--- src/rtl/pattern_seq_decoder.sv ---
// Receive-side decoder for the 7-step 6-bit sliding-light code: maps code words to
// step indices, tracks the 0..6 step order, locks on a run of in-order steps.
module pattern_seq_decoder #(
   parameter int unsigned LOCK_CNT  = 3,
   parameter int unsigned ERR_CNT_W = 8
) (
   input  logic                 clk,
   input  logic                 rst,
   input  logic [5:0]           code_in,
   input  logic                 code_vld,
   input  logic                 clr_err,
   output logic [2:0]           q_out,
   output logic                 q_vld,
   output logic                 code_err,
   output logic                 seq_err,
   output logic                 locked,
   output logic [ERR_CNT_W-1:0] err_count
);

   typedef enum logic [0:0] {
      HUNT   = 1'b0,
      LOCKED = 1'b1
   } state_t;

   localparam logic [2:0]           LOCK_RUN = 3'(LOCK_CNT);
   localparam logic [ERR_CNT_W-1:0] CNT_MAX  = {ERR_CNT_W{1'b1}};
   localparam logic [ERR_CNT_W-1:0] CNT_ONE  = ERR_CNT_W'(1);

   // Exact-match lookup; bit 3 is the legal flag, bits 2:0 the step index.
   function automatic logic [3:0] decode_code(input logic [5:0] code);
      logic [3:0] res;
      case (code)
         6'b100000: res = {1'b1, 3'd0};
         6'b110000: res = {1'b1, 3'd1};
         6'b111000: res = {1'b1, 3'd2};
         6'b011100: res = {1'b1, 3'd3};
         6'b001110: res = {1'b1, 3'd4};
         6'b000111: res = {1'b1, 3'd5};
         6'b000011: res = {1'b1, 3'd6};
         default:   res = {1'b0, 3'd0};
      endcase
      return res;
   endfunction

   state_t                 state_r;
   state_t                 state_nx_s;
   logic [2:0]             run_r;
   logic [2:0]             run_nx_s;
   logic [2:0]             last_r;
   logic [2:0]             last_nx_s;
   logic [2:0]             q_out_nx_s;
   logic                   q_vld_nx_s;
   logic                   code_err_nx_s;
   logic                   seq_err_nx_s;
   logic [ERR_CNT_W-1:0]   err_count_nx_s;

   logic [3:0]             dec_s;
   logic                   legal_s;
   logic [2:0]             idx_s;
   logic [2:0]             expected_s;
   logic                   in_order_s;
   logic [2:0]             hunt_run_s;

   assign dec_s      = decode_code(code_in);
   assign legal_s    = dec_s[3];
   assign idx_s      = dec_s[2:0];
   assign expected_s = (last_r == 3'd6) ? 3'd0 : (last_r + 3'd1);
   assign in_order_s = legal_s && (idx_s == expected_s);

   // A run only grows from a non-empty run; any other legal word reseeds it at 1.
   assign hunt_run_s = !legal_s ? 3'd0 :
                       ((run_r != 3'd0) && (idx_s == expected_s)) ? (run_r + 3'd1) : 3'd1;

   // Next-state, run tracking and output pulses for the sampled word.
   always_comb begin
      state_nx_s    = state_r;
      run_nx_s      = run_r;
      last_nx_s     = last_r;
      q_out_nx_s    = q_out;
      q_vld_nx_s    = 1'b0;
      code_err_nx_s = 1'b0;
      seq_err_nx_s  = 1'b0;
      if (code_vld) begin
         if (legal_s) begin
            q_out_nx_s = idx_s;
            q_vld_nx_s = 1'b1;
            last_nx_s  = idx_s;
         end else begin
            code_err_nx_s = 1'b1;
         end
         case (state_r)
            HUNT: begin
               run_nx_s = hunt_run_s;
               if (hunt_run_s == LOCK_RUN) begin
                  state_nx_s = LOCKED;
               end else begin
                  state_nx_s = HUNT;
               end
            end
            LOCKED: begin
               if (in_order_s) begin
                  state_nx_s = LOCKED;
               end else begin
                  seq_err_nx_s = 1'b1;
                  state_nx_s   = HUNT;
                  run_nx_s     = legal_s ? 3'd1 : 3'd0;
               end
            end
            default: begin
               state_nx_s = HUNT;
               run_nx_s   = 3'd0;
            end
         endcase
      end else begin
         state_nx_s = state_r;
         run_nx_s   = run_r;
      end
   end

   // Saturating error counter; a clear drops any same-cycle increment.
   always_comb begin
      err_count_nx_s = err_count;
      if (clr_err) begin
         err_count_nx_s = '0;
      end else if (seq_err_nx_s && (err_count != CNT_MAX)) begin
         err_count_nx_s = err_count + CNT_ONE;
      end else begin
         err_count_nx_s = err_count;
      end
   end

   // State and registered outputs.
   always_ff @(posedge clk) begin
      if (rst) begin
         state_r   <= HUNT;
         run_r     <= 3'd0;
         last_r    <= 3'd0;
         q_out     <= 3'd0;
         q_vld     <= 1'b0;
         code_err  <= 1'b0;
         seq_err   <= 1'b0;
         locked    <= 1'b0;
         err_count <= '0;
      end else begin
         state_r   <= state_nx_s;
         run_r     <= run_nx_s;
         last_r    <= last_nx_s;
         q_out     <= q_out_nx_s;
         q_vld     <= q_vld_nx_s;
         code_err  <= code_err_nx_s;
         seq_err   <= seq_err_nx_s;
         locked    <= (state_nx_s == LOCKED);
         err_count <= err_count_nx_s;
      end
   end

endmodule
--- config.mk ---
export PLATFORM = sky130hd
export DESIGN_NAME = pattern_seq_decoder
export DESIGN_NICKNAME = d
export VERILOG_FILES = /design/src/rtl/pattern_seq_decoder.sv
export SDC_FILE = /design/constraint.sdc
export NUM_CORES = 1
export LEC_CHECK = 0
export CAP_MARGIN = 5
export CORE_MARGIN = 2
export CORE_UTILIZATION = 54
export CTS_BUF_LIST = sky130_fd_sc_hd__clkbuf_16
export CTS_CLUSTER_SIZE = 8
export DETAILED_ROUTE_END_ITERATION = 8
export HOLD_SLACK_MARGIN = 0.12
export PLACE_DENSITY = 0.92
export SKIP_LAST_GASP = 1
export SLEW_MARGIN = 20
export SYNTH_ARGS = -nofsm -noshare
export SYNTH_HDL_FRONTEND = slang
export SYNTH_SLANG_ARGS = --single-unit
--- constraint.sdc ---
create_clock -name clk -period 4.5 [get_ports clk]
set_input_delay 0.9 -clock clk [delete_from_list [all_inputs] [get_ports clk]]
set_output_delay 0.9 -clock clk [all_outputs]
set_load 0.01 [all_outputs]
# Word-level counts from Yosys, hierarchy flattened
# Cells that the tools add are included.
[classes] n_shift=0 n_div=0 reduce_logical=8 n_bitwise=2 add_sub_neg=3 order_cmp=0 multipliers=0 n_mux=15 n_eq_ne=12
[ops] op="case mux 4 bit (7 select lines)" count=1
[ops] op="== test 6 bit, second input constant" count=3
[ops] op="two-way mux 3 bit" count=4
[ops] op="adder 8 x 1 -> 8 bit, second input constant" count=1
[ops] op="two-way mux 1 bit" count=8
[ops] op="inequality test 8 bit, second input constant" count=1
[ops] op="adder 3 x 1 -> 3 bit, second input constant" count=2
[ops] op="== test 6 x 2 -> 1 bit, second input constant" count=1
[ops] op="== test 6 x 3 -> 1 bit, second input constant" count=1
[ops] op="== test 6 x 4 -> 1 bit, second input constant" count=1
[ops] op="== test 6 x 5 -> 1 bit, second input constant" count=1
[ops] op="case mux 3 bit (2 select lines)" count=1
[ops] op="AND reduction 2 bit" count=2
[ops] op="OR reduction 2 bit" count=2
[ops] op="== test 3 x 2 -> 1 bit, second input constant" count=1
[ops] op="== test 3 bit" count=1
[ops] op="== test 3 bit, second input constant" count=1
[ops] op="logical AND 1 bit" count=3
[ops] op="nonzero test 3 bit" count=1
[ops] op="inequality test 2 bit, second input constant" count=1
[ops] op="NOT 1 bit" count=2
[ops] op="case mux 1 bit (2 select lines)" count=1
[totals] mem_bits_rw=0 output_inout_bits=15 regBits=18 latchBits=0 n_memories=0 wordCells=47 romBits=0

# Longest topological paths before layout
# Gate-level depths: netlist (run 1).
[logic_depth] depth_word=9 mapped_depth=9 ltp_nobuf=7

# Worst setup path before layout (run 1)
# Ideal clock, no wire load.
[synth_path] path_kind="in2reg" from="input port code_in[5]" to="register err_count[3]" arrival_ns=2.605 stages=8 n_path_buf=1 slack_ns=1.779 cell_sequence="buf_6 or3b_4 and2_4 o311ai_1 a21boi_1 nor2_1 a21oi_1 a31o_2"
[synth_between] elab_chain_len=8 word_cells_on_any_way=14
[synth_rtl] element="start: declaration" line="9" source="input logic [5:0] code_in,"
[synth_rtl] element="== test 6 x 2 -> 1 bit, or another cell as far along" line="32" source="case (code)"
[synth_rtl] element="case mux 4 bit (7 select lines) (*)" line="32"
[synth_rtl] element="== test 3 bit" line="68" source="assign in_order_s = legal_s && (idx_s == expected_s);"
[synth_rtl] element="logical AND 1 bit (*)" line="68"
[synth_rtl] element="two-way mux 1 bit (*)" line="101" source="if (in_order_s) begin"
[synth_rtl] element="two-way mux 1 bit (*)" line="91" source="case (state_r)"
[synth_rtl] element="two-way mux 1 bit (*)" line="83" source="if (code_vld) begin"
[synth_rtl] element="logical AND 1 bit (*)" line="125" source="end else if (seq_err_nx_s && (err_count != CNT_MAX)) begin"
[synth_rtl] element="end signal: assignment" line="153" source="err_count <= err_count_nx_s;"
[synth_rtl] element="end: declaration" line="17" source="output logic [ERR_CNT_W-1:0] err_count"
# Every way passes the cells marked *; elsewhere a longest branch is shown, timed or not.
# A chain may end at the register's enable or synchronous reset.

# Final worst setup path (run 1)
[layout_path] from="input port code_in[5]" to="register err_count[1]"
# The elaborated chain is that of the path after synthesis.

==> results.cfg, run 1 <==
[logic_synthesis]
ys_ff_latch = 18
yosysTopAreaCellShare = 0.302
synth_ff_type = dfxtp_1
syn_area_sq_mm = 0.00119
avgSynthCellArea_sq_um = 8.18
synth-edff-count = 0
synth_cells = 146
synth.net_count = 159
ys_top_cells_by_area = dfxtp_1 (30%), nor2_1 (4.7%), a21oi_1 (4.2%)
yosysWarnings = 0
synthArstFlopShare = 0
ys_seq_area_frac = 0.302
synth_area_leader_cell = dfxtp_1
netlist-cell-type-count = 50

[global_route]
grt_max_degree = 17
grtUsageTotal = 0.257
antenna_found_initial = 0
grt_pass1_wl_mm = 5.15
grt_pass1_vias = 1170
gr-total-overflow = 0

[layout]
final_util = 0.700
diodes = 0
nets = 181
final_cell_mix = clkdlybuf4s50_1 (24), dfxtp_1 (18), nor2_1 (15)
final_common_cell = clkdlybuf4s50_1
drive_gt1_frac = 0.0958
area_delta_synth_final_pct = 26.0
design_area_sq_mm = 0.00150

[timing]
setup_viol = 0
fin_worst_skew_ps = 1.79
final-max-slew-violation-count = 0
max_freq_ghz = 0.288
fin_setup_tns_ps = 0
slew_headroom = 0.571
worst_pin_slew_ps = 641
hold_viol = 0
rsz0062_at_grt = no
period_share = 0.773
period_needed_ps = 3480

[worst_setup_path]
worst_setup_path_start_kind = input port
cp_max_fo = 11
r2r_slack_ps = 2280
cp.arrival_ps = 3610
critPathKind = input port to register
endpoint_kind = register
critPathRequiredTime_ps = 4640

[die]
ios = 25
start_util = 0.556
row_count = 17
dieWidth_microns = 51.0
die_area_sq_mm = 0.00260
coreArea_sq_mm = 0.00215
die_h_microns = 51.0

[clocking]
clock-sinks = 18
root_buffer = clkbuf_16
clock_path_buffers = 2
htreeDepth = 1
cts_buffers = 3
clkTransAtPathRegs_ps = 50
postCtsSetupBuffers = 0
ctsHoldBuffers = 0
cts_tree = yes
cts_resized = 0
clock_latency_ps = 250

[detailed_routing]
route.vias.total = 1194
dr.pass1.iters = 4
wl_per_cell_microns = 15.1
via_per_inst = 6.12
drc = 0
drtIter0Drc = 34
drt.antenna.violating_nets = 0
wl_mm = 2.95

[run]
drv_cap = 0

[status]
status = complete, no violations

[power]
p_total_mw = 0.380
power_leakage_nw = 0.561
ir_drop_v = 0.000172
power_density_mw_per_mm2 = 253

[placed_design]
port_buffers = 24
placed_area_sq_mm = 0.00143
gp_congestion = 0.858
hpwl_mm = 2.06

[worst_hold_path]
hold_path_class = register to register
flip-flops by register name, indices dropped and copies added (netlist names):
name and flops:
last_r 3, seq_err 1, state_r 1, code_err 1
err_count 8, q_vld 1, run_r 3
cell usage after synthesis, types with 2 or more instances:
master,instances
dfxtp_1,18
nor2_1,15
nand2_1,13
a21oi_1,10
nand4_1,5
nor3b_1,5
and3_1,4
inv_1,4
nand3_1,4
o21ai_0,4
a31o_2,3
and3b_1,3
clkbuf_1,3
ha_1,3
nand3b_1,3
nor2b_1,3
nor3_1,3
a211o_1,2
a211oi_2,2
and2_1,2
buf_2,2
buf_6,2
mux2i_1,2
nand2b_1,2
o22ai_1,2
or3_1,2
xnor2_1,2
area by class of cell:
| cell class | count | area [sq um] |
|---|---|---|
| Timing Repair Buffer | 24 | 240 |
| Multi-Input combinational cell | 117 | 774 |
| Sequential cell | 18 | 360 |
| Clock buffer | 3 | 75.1 |
| Clock inverter | 1 | 3.75 |
| Fill cell | 165 | 644 |
| Tap cell | 28 | 35.0 |
| Inverter | 4 | 15.0 |
final timing paths:
check | from | cells after the start | endpoint
max | code_in[5] | 8 | err_count[1]
min | err_count[7] | 2 | err_count[7]
max reg2reg | last_r[2] | 6 | err_count[1]
min reg2reg | err_count[7] | 2 | err_count[7]
metal layers:
layer / wire length, microns / GRT usage / share of wire
met2: 1580 / 0.474 / 0.53
met5: 0 / 0 / 0
met1: 1220 / 0.301 / 0.41
met3: 147 / 0.0409 / 0.050
met4: 9 / 0.0766 / 0.0030
stage by stage:
| step | setup slack, ps | std cells | hold slack (ps) |
|---|---|---|---|
| floorplan | 1780 | 146 | 482 |
| global placement | 1010 | 191 | 497 |
| detailed placement | 859 | 191 | 506 |
| CTS | 1030 | 195 | 509 |
| global route | 835 | 195 | 554 |
| finish | 1020 | 195 | 510 |
report_power, final:
part           internal (mW)  switching [mW]
logic                 0.0188          0.0215
clock network          0.118          0.0595
registers              0.161         0.00131
total                  0.298          0.0824
worst max-delay path: stages:
cell	delay (ps)
clkdlybuf4s50_1	540
or3b_4	450
and2_4	170
o311ai_1	410
a21boi_1	190
nor3b_2	570
a21oi_1	160
a41o_1	230
cells by family (layout without fill, tap and decap cells):
kind of cell | after synthesis | after routing | share of synthesized area
AND/OR/NAND/NOR | 74 | 74 | 0.366
AO/OA/AOI/OAI | 34 | 34 | 0.203
flip-flops | 18 | 18 | 0.302
buffers and inverters | 11 | 32 | 0.0493
adder cells (fa/ha/maj) | 3 | 3 | 0.0314
XOR/XNOR | 3 | 3 | 0.0220
multiplexers | 3 | 3 | 0.0262
Power figures use the tool's default switching activity.
==> run 2, diff against run 1 <==
--- a/config.mk
+++ b/config.mk
@@ -7,12 +7,12 @@
 export LEC_CHECK = 0
 export CAP_MARGIN = 5
 export CORE_MARGIN = 2
-export CORE_UTILIZATION = 54
+export CORE_UTILIZATION = 50
 export CTS_BUF_LIST = sky130_fd_sc_hd__clkbuf_16
 export CTS_CLUSTER_SIZE = 8
 export DETAILED_ROUTE_END_ITERATION = 8
 export HOLD_SLACK_MARGIN = 0.12
-export PLACE_DENSITY = 0.92
+export PLACE_DENSITY = 0.86
 export SKIP_LAST_GASP = 1
 export SLEW_MARGIN = 20
 export SYNTH_ARGS = -nofsm -noshare
==> constraint.sdc (replaced) <==
create_clock -name clk -period 3.3 [get_ports clk]
set_input_delay 0.66 -clock clk [delete_from_list [all_inputs] [get_ports clk]]
set_output_delay 0.66 -clock clk [all_outputs]
set_load 0.01 [all_outputs]
==> run 2 against run 1 <==
Compared with the run above:
- critical path depth unchanged
- highest routed layer unchanged
- first-iteration DRC count increased by 41%
- final area increased by 1.2%
- combinational power increased by 46%
- worst setup slack got worse by 710 ps
- via count about the same
- sequential share of layout area decreased by 0.30 points
- clock skew about the same
- final cell count increased by 1.0%
- global-route usage decreased by 2.0 points
- critical path type unchanged
- die area increased by 7.4%
- register-to-register slack got worse by 950 ps
==> results.cfg, run 2 (same netlist as run 1, synthesis figures left out) <==
[status]
status = complete, no violations

[clocking]
htreeDepth = 1
root_buffer = clkbuf_16
cts_resized = 0
clkTransAtPathRegs_ps = 50
clock_latency_ps = 250
clock-sinks = 18
ctsHoldBuffers = 0
postCtsSetupBuffers = 0
clock_path_buffers = 2
cts_buffers = 3
cts_tree = yes

[worst_setup_path]
worst_setup_path_start_kind = input port
r2r_slack_ps = 1330
cp_max_fo = 8
cp.arrival_ps = 3130
endpoint_kind = register
critPathKind = input port to register
critPathRequiredTime_ps = 3440

[detailed_routing]
wl_mm = 2.96
drc = 0
drt.antenna.violating_nets = 0
via_per_inst = 6.07
dr.pass1.iters = 4
drtIter0Drc = 48
wl_per_cell_microns = 15.0
route.vias.total = 1195

[global_route]
gr-total-overflow = 0
grt_max_degree = 17
grt_pass1_vias = 1093
grtUsageTotal = 0.237
antenna_found_initial = 0
grt_pass1_wl_mm = 4.85

[worst_hold_path]
hold_path_class = register to register

[power]
swShare = 0.217
p_total_mw = 0.520
p_sw_mw = 0.113
ir_drop_v = 0.000533
power_leakage_nw = 0.574
power_frac_seq = 0.425
p_comb_frac = 0.113
power_density_mw_per_mm2 = 342
p_clk_frac = 0.462
p_int_mw = 0.407

[timing]
max_freq_ghz = 0.335
period_share = 0.904
worst_pin_slew_ps = 564
fin_setup_tns_ps = 0
slew_headroom = 0.623
rsz0062_at_grt = no
fin_worst_skew_ps = 1.74
final-max-slew-violation-count = 0
setup_viol = 0
hold_viol = 0
holdWs_ps = 514
period_needed_ps = 2980

[layout]
regMostFlops = err_count
top_regs = err_count x8, last_r x3, run_r x3
nets = 184
diodes = 0
final_common_cell = clkdlybuf4s50_1
area_delta_synth_final_pct = 27.6
final_cell_mix = clkdlybuf4s50_1 (24), dfxtp_1 (18), nor2_1 (15)
drive_gt1_frac = 0.112
fin_cells = 197
largest_reg_flops = 8

[placed_design]
placed_cells = 194
port_buffers = 24
gp_congestion = 0.878
hpwl_mm = 2.06

[die]
start_util = 0.534
dieWidth_microns = 52.9
die_h_microns = 52.9
ios = 25
coreArea_sq_mm = 0.00223
die_area_sq_mm = 0.00279
row_count = 17

[run]
drv_cap = 0
run 2: power by group through the flow:
| stage | logic [mW] | clock network [mW] | registers (mW) |
|---|---|---|---|
| 2_1_floorplan | 0.0323 | 0 | 0.226 |
| 3_3_place_gp | 0.0555 | 0 | 0.226 |
| 3_5_place_dp | 0.0572 | 0 | 0.226 |
| 4_1_cts | 0.0579 | 0.242 | 0.221 |
| 5_1_grt | 0.0636 | 0.248 | 0.221 |
| 6_report | 0.0588 | 0.240 | 0.221 |
run 2: worst paths after layout:
| path | from | endpoint | cells after the start |
|---|---|---|---|
| max | code_in[1] | err_count[4] | 8 |
| min | err_count[7] | err_count[7] | 2 |
| max reg2reg | last_r[2] | err_count[4] | 6 |
| min reg2reg | err_count[7] | err_count[7] | 2 |
run 2: critical path, cell delays in order:
cell,delay (ps)
clkdlybuf4s50_1,550
or3b_4,420
and2_4,160
o311ai_1,330
a21boi_1,150
nor2_1,460
a21oi_1,150
a31o_2,240
run 2: per-layer routing:
| metal | track usage | wire [microns] | up-vias |
|---|---|---|---|
| li1 | - | - | 587 |
| met1 | 0.307 | 1360 | 553 |
| met2 | 0.398 | 1410 | 53 |
| met3 | 0.0593 | 192 | 2 |
| met4 | 0.0470 | 9 | 0 |
| met5 | 0 | 0 | - |
run 2: final cells by class:
class,count,area (sq um)
timing repair buffer,27,263
clock buffer,3,75.1
inverter,4,15.0
multi-input combinational,117,774
tap,28,35.0
sequential,18,360
fill,195,711
run 2: metrics by stage:
| stage | util | setup WS (ps) | cell area (sq um) |
|---|---|---|---|
| 6_report | 0.682 | 316 | 1520 |
| 3_5_place_dp | 0.648 | 160 | 1450 |
| 2_1_floorplan | - | 819 | 1190 |
| 3_3_place_gp | 0.648 | 259 | 1450 |
| 5_1_grt | 0.682 | 170 | 1520 |
| 4_1_cts | 0.682 | 331 | 1520 |
